## src/rtl/cohort_impl.sv

```systemverilog
// Configuration-triggered load issuer: trigger writes queue load requests that are
// issued in order under an enable and an outstanding-load limit; responses are tracked.
module cohort_impl #(
    parameter int FIFO_DEPTH      = 4,
    parameter int MAX_OUTSTANDING = 16
) (
    input  logic        clk,
    input  logic        rst_n,
    input  logic        conf_valid,
    output logic        conf_ready,
    input  logic [2:0]  conf_addr,
    input  logic [31:0] conf_data,
    input  logic [3:0]  conf_tag,
    output logic        load_req_valid,
    input  logic        load_req_ready,
    output logic [31:0] load_req_addr,
    output logic [3:0]  load_req_tag,
    input  logic        atomic_resp_valid,
    input  logic [3:0]  atomic_resp_tag,
    input  logic [63:0] atomic_resp_data,
    output logic [4:0]  outstanding,
    output logic [63:0] last_resp_data,
    output logic [3:0]  last_resp_tag,
    output logic        err,
    output logic        busy
);

    localparam int PTR_W = $clog2(FIFO_DEPTH);
    localparam int CNT_W = PTR_W + 1;
    localparam logic [CNT_W-1:0] FULL_COUNT = CNT_W'(FIFO_DEPTH);
    localparam logic [4:0]       OUT_LIMIT  = 5'(MAX_OUTSTANDING);

    localparam logic [2:0] ADDR_CTRL    = 3'd0;
    localparam logic [2:0] ADDR_TRIGGER = 3'd7;

    logic [31:0]      r_fifoAddr [FIFO_DEPTH];
    logic [3:0]       r_fifoTag  [FIFO_DEPTH];
    logic [PTR_W-1:0] r_wrPtr;
    logic [PTR_W-1:0] r_rdPtr;
    logic [CNT_W-1:0] r_count;
    logic             r_enable;
    logic [4:0]       r_outstanding;
    logic             r_err;
    logic [63:0]      r_lastData;
    logic [3:0]       r_lastTag;

    logic w_empty;
    logic w_full;
    logic w_confFire;
    logic w_push;
    logic w_pop;

    assign w_empty    = (r_count == '0);
    assign w_full     = (r_count == FULL_COUNT);
    assign w_confFire = conf_valid && conf_ready;
    assign w_push     = w_confFire && (conf_addr == ADDR_TRIGGER);
    assign w_pop      = load_req_valid && load_req_ready;

    assign conf_ready     = !w_full;
    assign load_req_valid = !w_empty && r_enable && (r_outstanding < OUT_LIMIT);
    assign load_req_addr  = r_fifoAddr[r_rdPtr];
    assign load_req_tag   = r_fifoTag[r_rdPtr];
    assign outstanding    = r_outstanding;
    assign last_resp_data = r_lastData;
    assign last_resp_tag  = r_lastTag;
    assign err            = r_err;
    assign busy           = !w_empty || (r_outstanding != 5'd0);

    // Queue storage needs no reset: occupancy alone decides which entries are live.
    always_ff @(posedge clk) begin
        if (w_push) begin
            r_fifoAddr[r_wrPtr] <= conf_data;
            r_fifoTag[r_wrPtr]  <= conf_tag;
        end
    end

    always_ff @(posedge clk or negedge rst_n) begin
        if (!rst_n) begin
            r_wrPtr <= '0;
            r_rdPtr <= '0;
            r_count <= '0;
        end else begin
            if (w_push) begin
                r_wrPtr <= r_wrPtr + 1'b1;
            end
            if (w_pop) begin
                r_rdPtr <= r_rdPtr + 1'b1;
            end
            case ({w_push, w_pop})
                2'b10:   r_count <= r_count + 1'b1;
                2'b01:   r_count <= r_count - 1'b1;
                default: r_count <= r_count;
            endcase
        end
    end

    // Indices 1-6 are scratch with no side effect and no readback path, so only CTRL.enable is kept.
    always_ff @(posedge clk or negedge rst_n) begin
        if (!rst_n) begin
            r_enable <= 1'b1;
        end else if (w_confFire && (conf_addr == ADDR_CTRL)) begin
            r_enable <= conf_data[0];
        end
    end

    // A response with nothing in flight (and no same-edge issue) is an underflow: flag it, stay at zero.
    always_ff @(posedge clk or negedge rst_n) begin
        if (!rst_n) begin
            r_outstanding <= 5'd0;
            r_err         <= 1'b0;
        end else begin
            case ({w_pop, atomic_resp_valid})
                2'b10: r_outstanding <= r_outstanding + 5'd1;
                2'b01: begin
                    if (r_outstanding == 5'd0) begin
                        r_err <= 1'b1;
                    end else begin
                        r_outstanding <= r_outstanding - 5'd1;
                    end
                end
                default: r_outstanding <= r_outstanding;
            endcase
        end
    end

    always_ff @(posedge clk or negedge rst_n) begin
        if (!rst_n) begin
            r_lastData <= 64'd0;
            r_lastTag  <= 4'd0;
        end else if (atomic_resp_valid) begin
            r_lastData <= atomic_resp_data;
            r_lastTag  <= atomic_resp_tag;
        end
    end

endmodule

```

## config.mk

```make
export PLATFORM = sky130hd
export DESIGN_NAME = cohort_impl
export DESIGN_NICKNAME = d
export VERILOG_FILES = /design/src/rtl/cohort_impl.sv
export SDC_FILE = /design/constraint.sdc
export NUM_CORES = 1
export LEC_CHECK = 0
export BUFFER_PORTS_ARGS = -buffer_cell sky130_fd_sc_hd__buf_2
export CAP_MARGIN = 25
export CELL_PAD_IN_SITES_DETAIL_PLACEMENT = 1
export CELL_PAD_IN_SITES_GLOBAL_PLACEMENT = 1
export CORE_MARGIN = 5
export CORE_UTILIZATION = 45
export DETAILED_ROUTE_END_ITERATION = 10
export GPL_TIMING_DRIVEN = 0
export PLACE_DENSITY = 0.85
export SYNTH_ARGS = -nofsm -noshare
export SYNTH_HDL_FRONTEND = slang
export SYNTH_SLANG_ARGS = --single-unit
```

## constraint.sdc

```tcl
create_clock -name clk -period 6.1 [get_ports clk]
set_input_delay 0.915 -clock clk [delete_from_list [all_inputs] [get_ports clk]]
set_output_delay 0.915 -clock clk [all_outputs]
set_load 0.05 [all_outputs]
```

==> results of run 1 <==
==> cell usage after synthesis, types with 4 or more instances <==
| cell type | instances | area (µm²) |
|---|---|---|
| inv_1 | 7 | 26.3 |
| mux2_2 | 70 | 788 |
| buf_2 | 10 | 50.1 |
| nand2_1 | 8 | 30.0 |
| buf_1 | 4 | 15.0 |
| edfxtp_1 | 144 | 4320 |
| mux2i_1 | 4 | 40.0 |
| xnor2_1 | 5 | 43.8 |
| and2_1 | 4 | 25.0 |
| a21oi_1 | 4 | 20.0 |
| mux4_2 | 36 | 811 |
| dfrtp_1 | 81 | 2030 |
| ha_1 | 8 | 100 |
| nor2_1 | 4 | 15.0 |
==> cells by family (layout without fill, tap and decap cells) <==
| group | after synthesis | count (layout) |
|---|---|---|
| AO/OA/AOI/OAI | 13 | 13 |
| adder cells (fa/ha/maj) | 10 | 10 |
| AND/OR/NAND/NOR | 28 | 28 |
| flip-flops | 226 | 226 |
| buffers and inverters | 25 | 298 |
| multiplexers | 110 | 110 |
| XOR/XNOR | 8 | 8 |
==> power by group <==
group / leakage (nW) / switching, mW / internal [mW]
clock network: 0.408 / 0.604 / 0.970
registers: 2.25 / 0.0868 / 1.76
logic: 1.74 / 1.17 / 0.542
==> how the worst max path moves through the flow <==
stage / end / slack (ns) / cells past startpoint
global route: load_req_addr[25] / 2.76 / 4
global placement: r_fifoAddr[1][26] / 2.74 / 4
floorplan: load_req_valid / 3.33 / 1
CTS: load_req_addr[23] / 2.82 / 4
detailed placement: outstanding[3] / 3.26 / 11
finish: load_req_addr[23] / 2.87 / 4
==> layer usage <==
layer / part of all wire (%) / up-vias
met1: 37 / 2512
met2: 52 / 216
met4: 2.4 / 0
met5: 0 / -
li1: - / 2150
met3: 8.5 / 30
==> area by class of cell <==
cell class,instances,area [µm²]
fillers,1752,7760
inverters,8,35.0
well taps,234,293
plain buffers,17,83.8
multi-input cells,169,2120
clock buffers,28,637
flip-flops and latches,226,6380
clock inverters,16,231
repair buffers,229,1230
==> critical path, delay by kind of cell (launching register included) <==
| kind | cells | cell delay (ns) |
|---|---|---|
| buf+inv | 3 | 1.06 |
| mux | 1 | 0.43 |
| flops | 1 | 0.32 |
==> flip-flops by register name, summed over array words and instances, names as in the netlist <==
name and count:
r_count 3, last_resp_tag 4, r_enable 1, r_fifoTag 16, last_resp_data 64, r_wrPtr 2, r_rdPtr 2, r_fifoAddr 128
err 1, outstanding 5
==> impl_results.md, run 1 <==
- Status: finished clean
- Antenna violation net count after detailed routing: 0
- Total global-route track usage: between 10% and 20%
- Post-synthesis async set-or-reset flop share: between 30% and 40%
- Core Area: about 19000 µm²
- Net Count, Synth: roughly 540
- Main synth FF type: edfxtp_1
- Post-route cell area: 11000 µm²
- Layout cells sized above 1: between 50 and 60%
- Mapped cell area: 8610 µm²
- # diodes: 0
- Total Nets Final: 797
- Peak Freq: 310 MHz
- Crit path DAT: 2.31 ns
- Final hold vios: 0
- Setup TNS: 0 ns
- Post_cts resized: 0
- Num CTS Buffers: 24
- Fin crit share: between 50% and 60%
- Reg-to-reg endpoint: outstanding[3]
- Root buf cell: clkbuf_16
- Peak supply drop: 261 µV
- CP max FO: 10
- H-tree Lvls: 1
- Maxcap violations: 0
- Worst Setup End Kind: output port
- Slew margin rel.: 53.2%
- Placer Congestion: 0.771
- Hold slack: 0.320 ns
- Synthesized instance count: 420
- Crit-path max cell delay: 0.58 ns
- Worst Tran Pin Value: around 0.7 ns
- Synth Area in Compound Gates: under 10%
- Hold-fix buffers, CTS: 0
- Commonest non-fill, non-tap cell in the layout: buf_2
- Worst-path clk slew: 0.06 ns
- # setup viols final: 0
- Initial antenna violation count: 0
- Slew Limit Fails: 0
- CP startpoint kind: flip-flop
- Most frequent cells in the layout: 233 x buf_2, 144 x edfxtp_1, 81 x dfrtp_1
- Tmin final: between 3 and 4 ns
- CTS tree: built
- DR vias: 4908
- Final Instance Count excl. Fillers: 927
- FF+latch count, synth: 226
- Cell Rows: 50
- Grt total ovfl: 0
- CP max-delay cell: buf_1
- DR vias/cell: 5.29
- Final core occ: between 50% and 60%
- R2R cell count: 11
- Vias in the first global route: 5654
- Number of synthesized flops with an enable pin: 144
- DRC: 0
- DP Cell Count: 883
- Class of the worst hold path: input pin to async pin
- Post-Syn Area per Cell: roughly 20 µm²
- RSZ-0062 raised after global routing: false
- Crit path kind: flip-flop to output port
- Fin worst setup slack: 2.87 ns
- Post-synthesis mux area share: 19.0%
- Warning count from the yosys run: 0
- Max Clock Skew: 0.0129 ns
- Leak: 4.40 nW
- Largest net degree at the start of global routing: 60
- Global routing usage on met3: 6.09%
- WL/cell: between 20 and 25 µm
- Die Span X: ~150 µm
- Initial core utilization: 45.9%
- R2R Path Start: r_count[0]
- R2r setup slk: 3.56 ns
- Starting DRT DRC Count: around 210
- Placement Setup Slack: roughly 3.3 ns
- First-pass GRT wire length: 33300 µm
- PwrDens: between 400 and 500 nW/µm²
- Post-CTS Setup Bufs: 0
- Post-synthesis simple-gate area fraction: 1.93%
- WP data required: 5.18 ns
- Global routing's busiest layer: met2
- Sequential share of the synthesized area: 74.1%
- Die area: 22000 µm²
- IO buf count: 224
- Cells along the critical path: buf_2 > buf_1 > mux4_2 > buf_2
- Met1 Use GR: between 20% and 30%
- Critical Path Start: r_rdPtr[1]
- Placed standard-cell area: 10100 µm²
- Worst-Skew Late Latency: just over 0.5 ns
- WL final: 21000 µm
- I/O pins: 225
- Die H: ~150 µm
- Largest family of logic cells by synthesized area: multiplexers
- Distinct cells, synth: 36
- Post-Synth Adder-Cell Area: ~1.6%
- Top cell by count, worst path: buf_2
- Clock Sinks: 226
- Area growth syn-to-layout: 27.8%
- DP HPWL: around 15000 µm
- Pre-antenna DRT Iters: 4
- Xor and xnor area share after synthesis: less than 1%
- Clock buffer depth: 3
- Met2 Usage GRT: 34.4%
- Final Power: between 5 and 6 mW
Power figures use the tool's default switching activity.
==> run 2: changes to the inputs <==
--- a/config.mk
+++ b/config.mk
@@ -5,15 +5,16 @@
 export SDC_FILE = /design/constraint.sdc
 export NUM_CORES = 1
 export LEC_CHECK = 0
+export ABC_AREA = 1
 export BUFFER_PORTS_ARGS = -buffer_cell sky130_fd_sc_hd__buf_2
 export CAP_MARGIN = 25
 export CELL_PAD_IN_SITES_DETAIL_PLACEMENT = 1
 export CELL_PAD_IN_SITES_GLOBAL_PLACEMENT = 1
 export CORE_MARGIN = 5
-export CORE_UTILIZATION = 45
+export CORE_UTILIZATION = 37
 export DETAILED_ROUTE_END_ITERATION = 10
 export GPL_TIMING_DRIVEN = 0
-export PLACE_DENSITY = 0.85
+export PLACE_DENSITY = 0.79
 export SYNTH_ARGS = -nofsm -noshare
 export SYNTH_HDL_FRONTEND = slang
 export SYNTH_SLANG_ARGS = --single-unit
==> constraint.sdc (replaced) <==
create_clock -name clk -period 2.8 [get_ports clk]
set_input_delay 0.42 -clock clk [delete_from_list [all_inputs] [get_ports clk]]
set_output_delay 0.42 -clock clk [all_outputs]
set_load 0.05 [all_outputs]
==> run 2 against run 1 <==
Effect of this change: combinational power increased to 2.8 times the previous value; worst hold slack got worse by 0.22 ns; clock skew decreased by 0.0062 ns.
==> impl_results.md, run 2 <==
- Worst path top cell family by delay: buffers and inverters
- Tmin final: roughly 2.7 ns
- Status: finished clean
- Die Span X: 164 µm (+11%)
- Min-delay src: atomic_resp_data[20]
- CP startpoint kind: flip-flop
- Worst Setup End Kind: output port
- Top reg by flops: r_fifoAddr
- Worst-Skew Late Latency: 0.51 ns (about the same)
- CTS tree: built
- Root buf cell: clkbuf_16
- RSZ-0062 raised after global routing: false
- Most frequent cells in the layout: 230 x buf_2, 223 x nand2_1, 144 x edfxtp_1
- Vias in the first global route: 7306 (+29%)
- Post-synth top cells: 223 x nand2_1, 144 x edfxtp_1, 82 x nor2_1
- # setup viols final: 0 (unchanged)
- Largest register FFs: 128 (unchanged)
- WL/cell: 19.0 µm (-16%)
- Post-route cell area: 11300 µm² (+2.8%)
- Ranking of synthesized cells by area: edfxtp_1 49%, dfrtp_1 23%, nand2_1 9.5%
- Worst Tran Pin Value: 0.664 ns (-0.0380 ns)
- Final hold vios: 0 (unchanged)
- Largest net degree at the start of global routing: 67 (+12%)
- Class of the worst hold path: input pin to flip-flop
- Final Power: 12.0 mW (+130%)
- CP max-delay cell: clkbuf_1
- Num CTS Buffers: 26 (+8.3%)
- WP buf/inv: 4 (+1)
- Distinct cells, synth: 31 (-14%)
- Initial core utilization: 37.6% (-8.3 points)
- DP Cell Count: 1294 (+47%)
- DR vias: 6507 (+33%)
- Starting DRT DRC Count: 283 (+36%)
- Total Nets Final: 1126 (+41%)
- Commonest non-fill, non-tap cell in the layout: buf_2
- Die H: 164 µm (+11%)
- Peak supply drop: 460 µV (+76%)
- Final core occ: 48.2% (-10 points)
- I/O pins: 225 (unchanged)
- Placement Setup Slack: 0.486 ns (-2.78 ns)
- Cell Rows: 56 (+12%)
- Fin crit share: 94.8%
- Reg-to-reg endpoint: outstanding[4]
- Count leader, synth: nand2_1
- DRC: 0 (unchanged)
- Area leader, netlist: edfxtp_1
- Placed standard-cell area: 10500 µm² (+3.4%)
- Crit-path max cell delay: 0.41 ns (-0.17 ns)
- WP data required: 2.38 ns (-2.80 ns)
- Maxcap violations: 0 (unchanged)
- Post-CTS Setup Bufs: 0 (unchanged)
- Placer Congestion: 0.756 (-1.9%)
- Grt total ovfl: 0 (unchanged)
- Die area: 27000 µm² (+23%)
- DR vias/cell: 4.85 (-8.4%)
- Number of synthesized flops with an enable pin: 144 (unchanged)
- Main synth FF type: edfxtp_1
- Slew Limit Fails: 0 (unchanged)
- Crit path DAT: 2.23 ns (-0.08 ns)
- Fin worst setup slack: 0.146 ns (-2.73 ns)
- Area growth syn-to-layout: 28.2%
- Net Count, Synth: 869 (+60%)
- Cells along the critical path: buf_6 > inv_2 > clkbuf_1 > o21ai_0 > o22ai_1 > buf_2
- Mapped cell area: 8820 µm² (+2.5%)
- Slew margin rel.: 55.6% (+2.4 points)
- Crit path kind: flip-flop to output port
- Core Area: 23500 µm² (+25%)
- Pre-antenna DRT Iters: 4 (unchanged)
- DP HPWL: 17800 µm (+18%)
- PwrDens: 1060 nW/µm² (+130%)
- Clock Sinks: 226 (unchanged)
- # diodes: 0 (unchanged)
- H-tree Lvls: 1 (unchanged)
- Hold slack: 0.103 ns (-0.217 ns)
- FF+latch count, synth: 226 (unchanged)
- WL final: 25500 µm (+21%)
- Worst-path clk slew: 0.06 ns (about the same)
- Antenna violation net count after detailed routing: 0 (unchanged)
- Max Clock Skew: 0.00668 ns (-0.00625 ns)
- Final Instance Count excl. Fillers: 1341 (+45%)
- R2R Path Start: r_enable
- Post-synthesis async set-or-reset flop share: 36.3% (unchanged)
- Layout cells sized above 1: 29.7% (-28 points)
- Setup TNS: 0 ns (unchanged)
- Sequential share of the synthesized area: 72.3% (-1.8 points)
- CP max FO: 10 (unchanged)
- Initial antenna violation count: 2 (+2)
- Hold depth: 3
- Synth top area share: 49.0% (-1.2 points)
- IO buf count: 223 (-0.45%)
- Warning count from the yosys run: 0 (unchanged)
- R2R cell count: 13 (+2)
- Clock buffer depth: 3 (unchanged)
- Total global-route track usage: 18.6% (-0.73 points)
- Post-Syn Area per Cell: 11.8 µm² (-42%)
- R2r setup slk: 0.48 ns (-3.08 ns)
- First-pass GRT wire length: 39600 µm (+19%)
- Hold Path End: last_resp_data[20]
- Leak: 4.97 nW (+13%)
- Synthesized instance count: 747 (+78%)
- Peak Freq: ~380 MHz
run 2: changes by cell type in the layout (fill, tap and decap cells not counted), moves of 6 or more:
| cell | change |
|---|---|
| nand3_1 | +6 |
| buf_6 | +6 |
| clkbuf_1 | +13 |
| o22ai_1 | +36 |
| nor2_1 | +74 |
| clkinv_1 | +6 |
| mux2_2 | -70 |
| o21ai_0 | +72 |
| inv_1 | +12 |
| nand2_1 | +215 |
| mux4_2 | -36 |
run 2: repair_timing:
item | in CTS | in global routing
endpoints found under the hold margin | 16 | 0
hold buffers | 1 | 0
pin swaps | 0 | 0
gates resized for setup | 1 | 4
endpoints found under the setup margin | 1 | 8
run 2: logic make-up after synthesis:
family,after synthesis,share of synthesized area (%)
AOI/OAI and AO/OA,116,7.15
xor gates and xnor gates,7,0.695
adders and majority gates,10,1.59
buffers and inverters,60,3.45
DFF,226,72.3
and+or+nand+nor,328,14.8
run 2: how the worst max path moves through the flow:
stage               depth (start not counted)  slack, ns           endpoint       start
floorplan                                   4       0.08   r_fifoAddr[0][0]  r_count[0]
global placement                            4      -1.45   r_fifoAddr[3][7]  conf_valid
detailed placement                         13       0.49     outstanding[4]    r_enable
CTS                                         5       0.04  load_req_addr[12]  r_rdPtr[1]
global route                                6      0.006   load_req_addr[1]  r_rdPtr[0]
finish                                      6       0.15   load_req_addr[1]  r_rdPtr[0]
run 2: power breakdown:
part | internal (mW) | switching [mW] | leakage (nW)
Clock | 1.92 | 1.31 | 0.393
Sequential | 3.82 | 0.171 | 2.29
Combinational | 1.16 | 3.66 | 2.29
run 2: metal layers:
metal	track usage (%)	vias up	wire, µm
met4	3.06	4	248
met5	0	-	28
li1	-	3048	-
met3	7.06	26	2470
met1	21.9	3198	10200
met2	33.0	231	12500
run 2: final cells by class:
cell class | instances | area [µm²]
Inverter | 22 | 82.6
Sequential cell | 226 | 6380
Clock buffer | 30 | 687
Timing Repair Buffer | 229 | 1240
Clock inverter | 16 | 125
Fill cell | 2612 | 12200
Tap cell | 319 | 399
Multi-Input combinational cell | 461 | 2170
Buffer | 38 | 225
run 2: worst min-delay path: cells and delay by family:
family | cells | cell delay [ns]
and+or+nand+nor | 2 | 0.09
buffers and inverters | 1 | 0.07
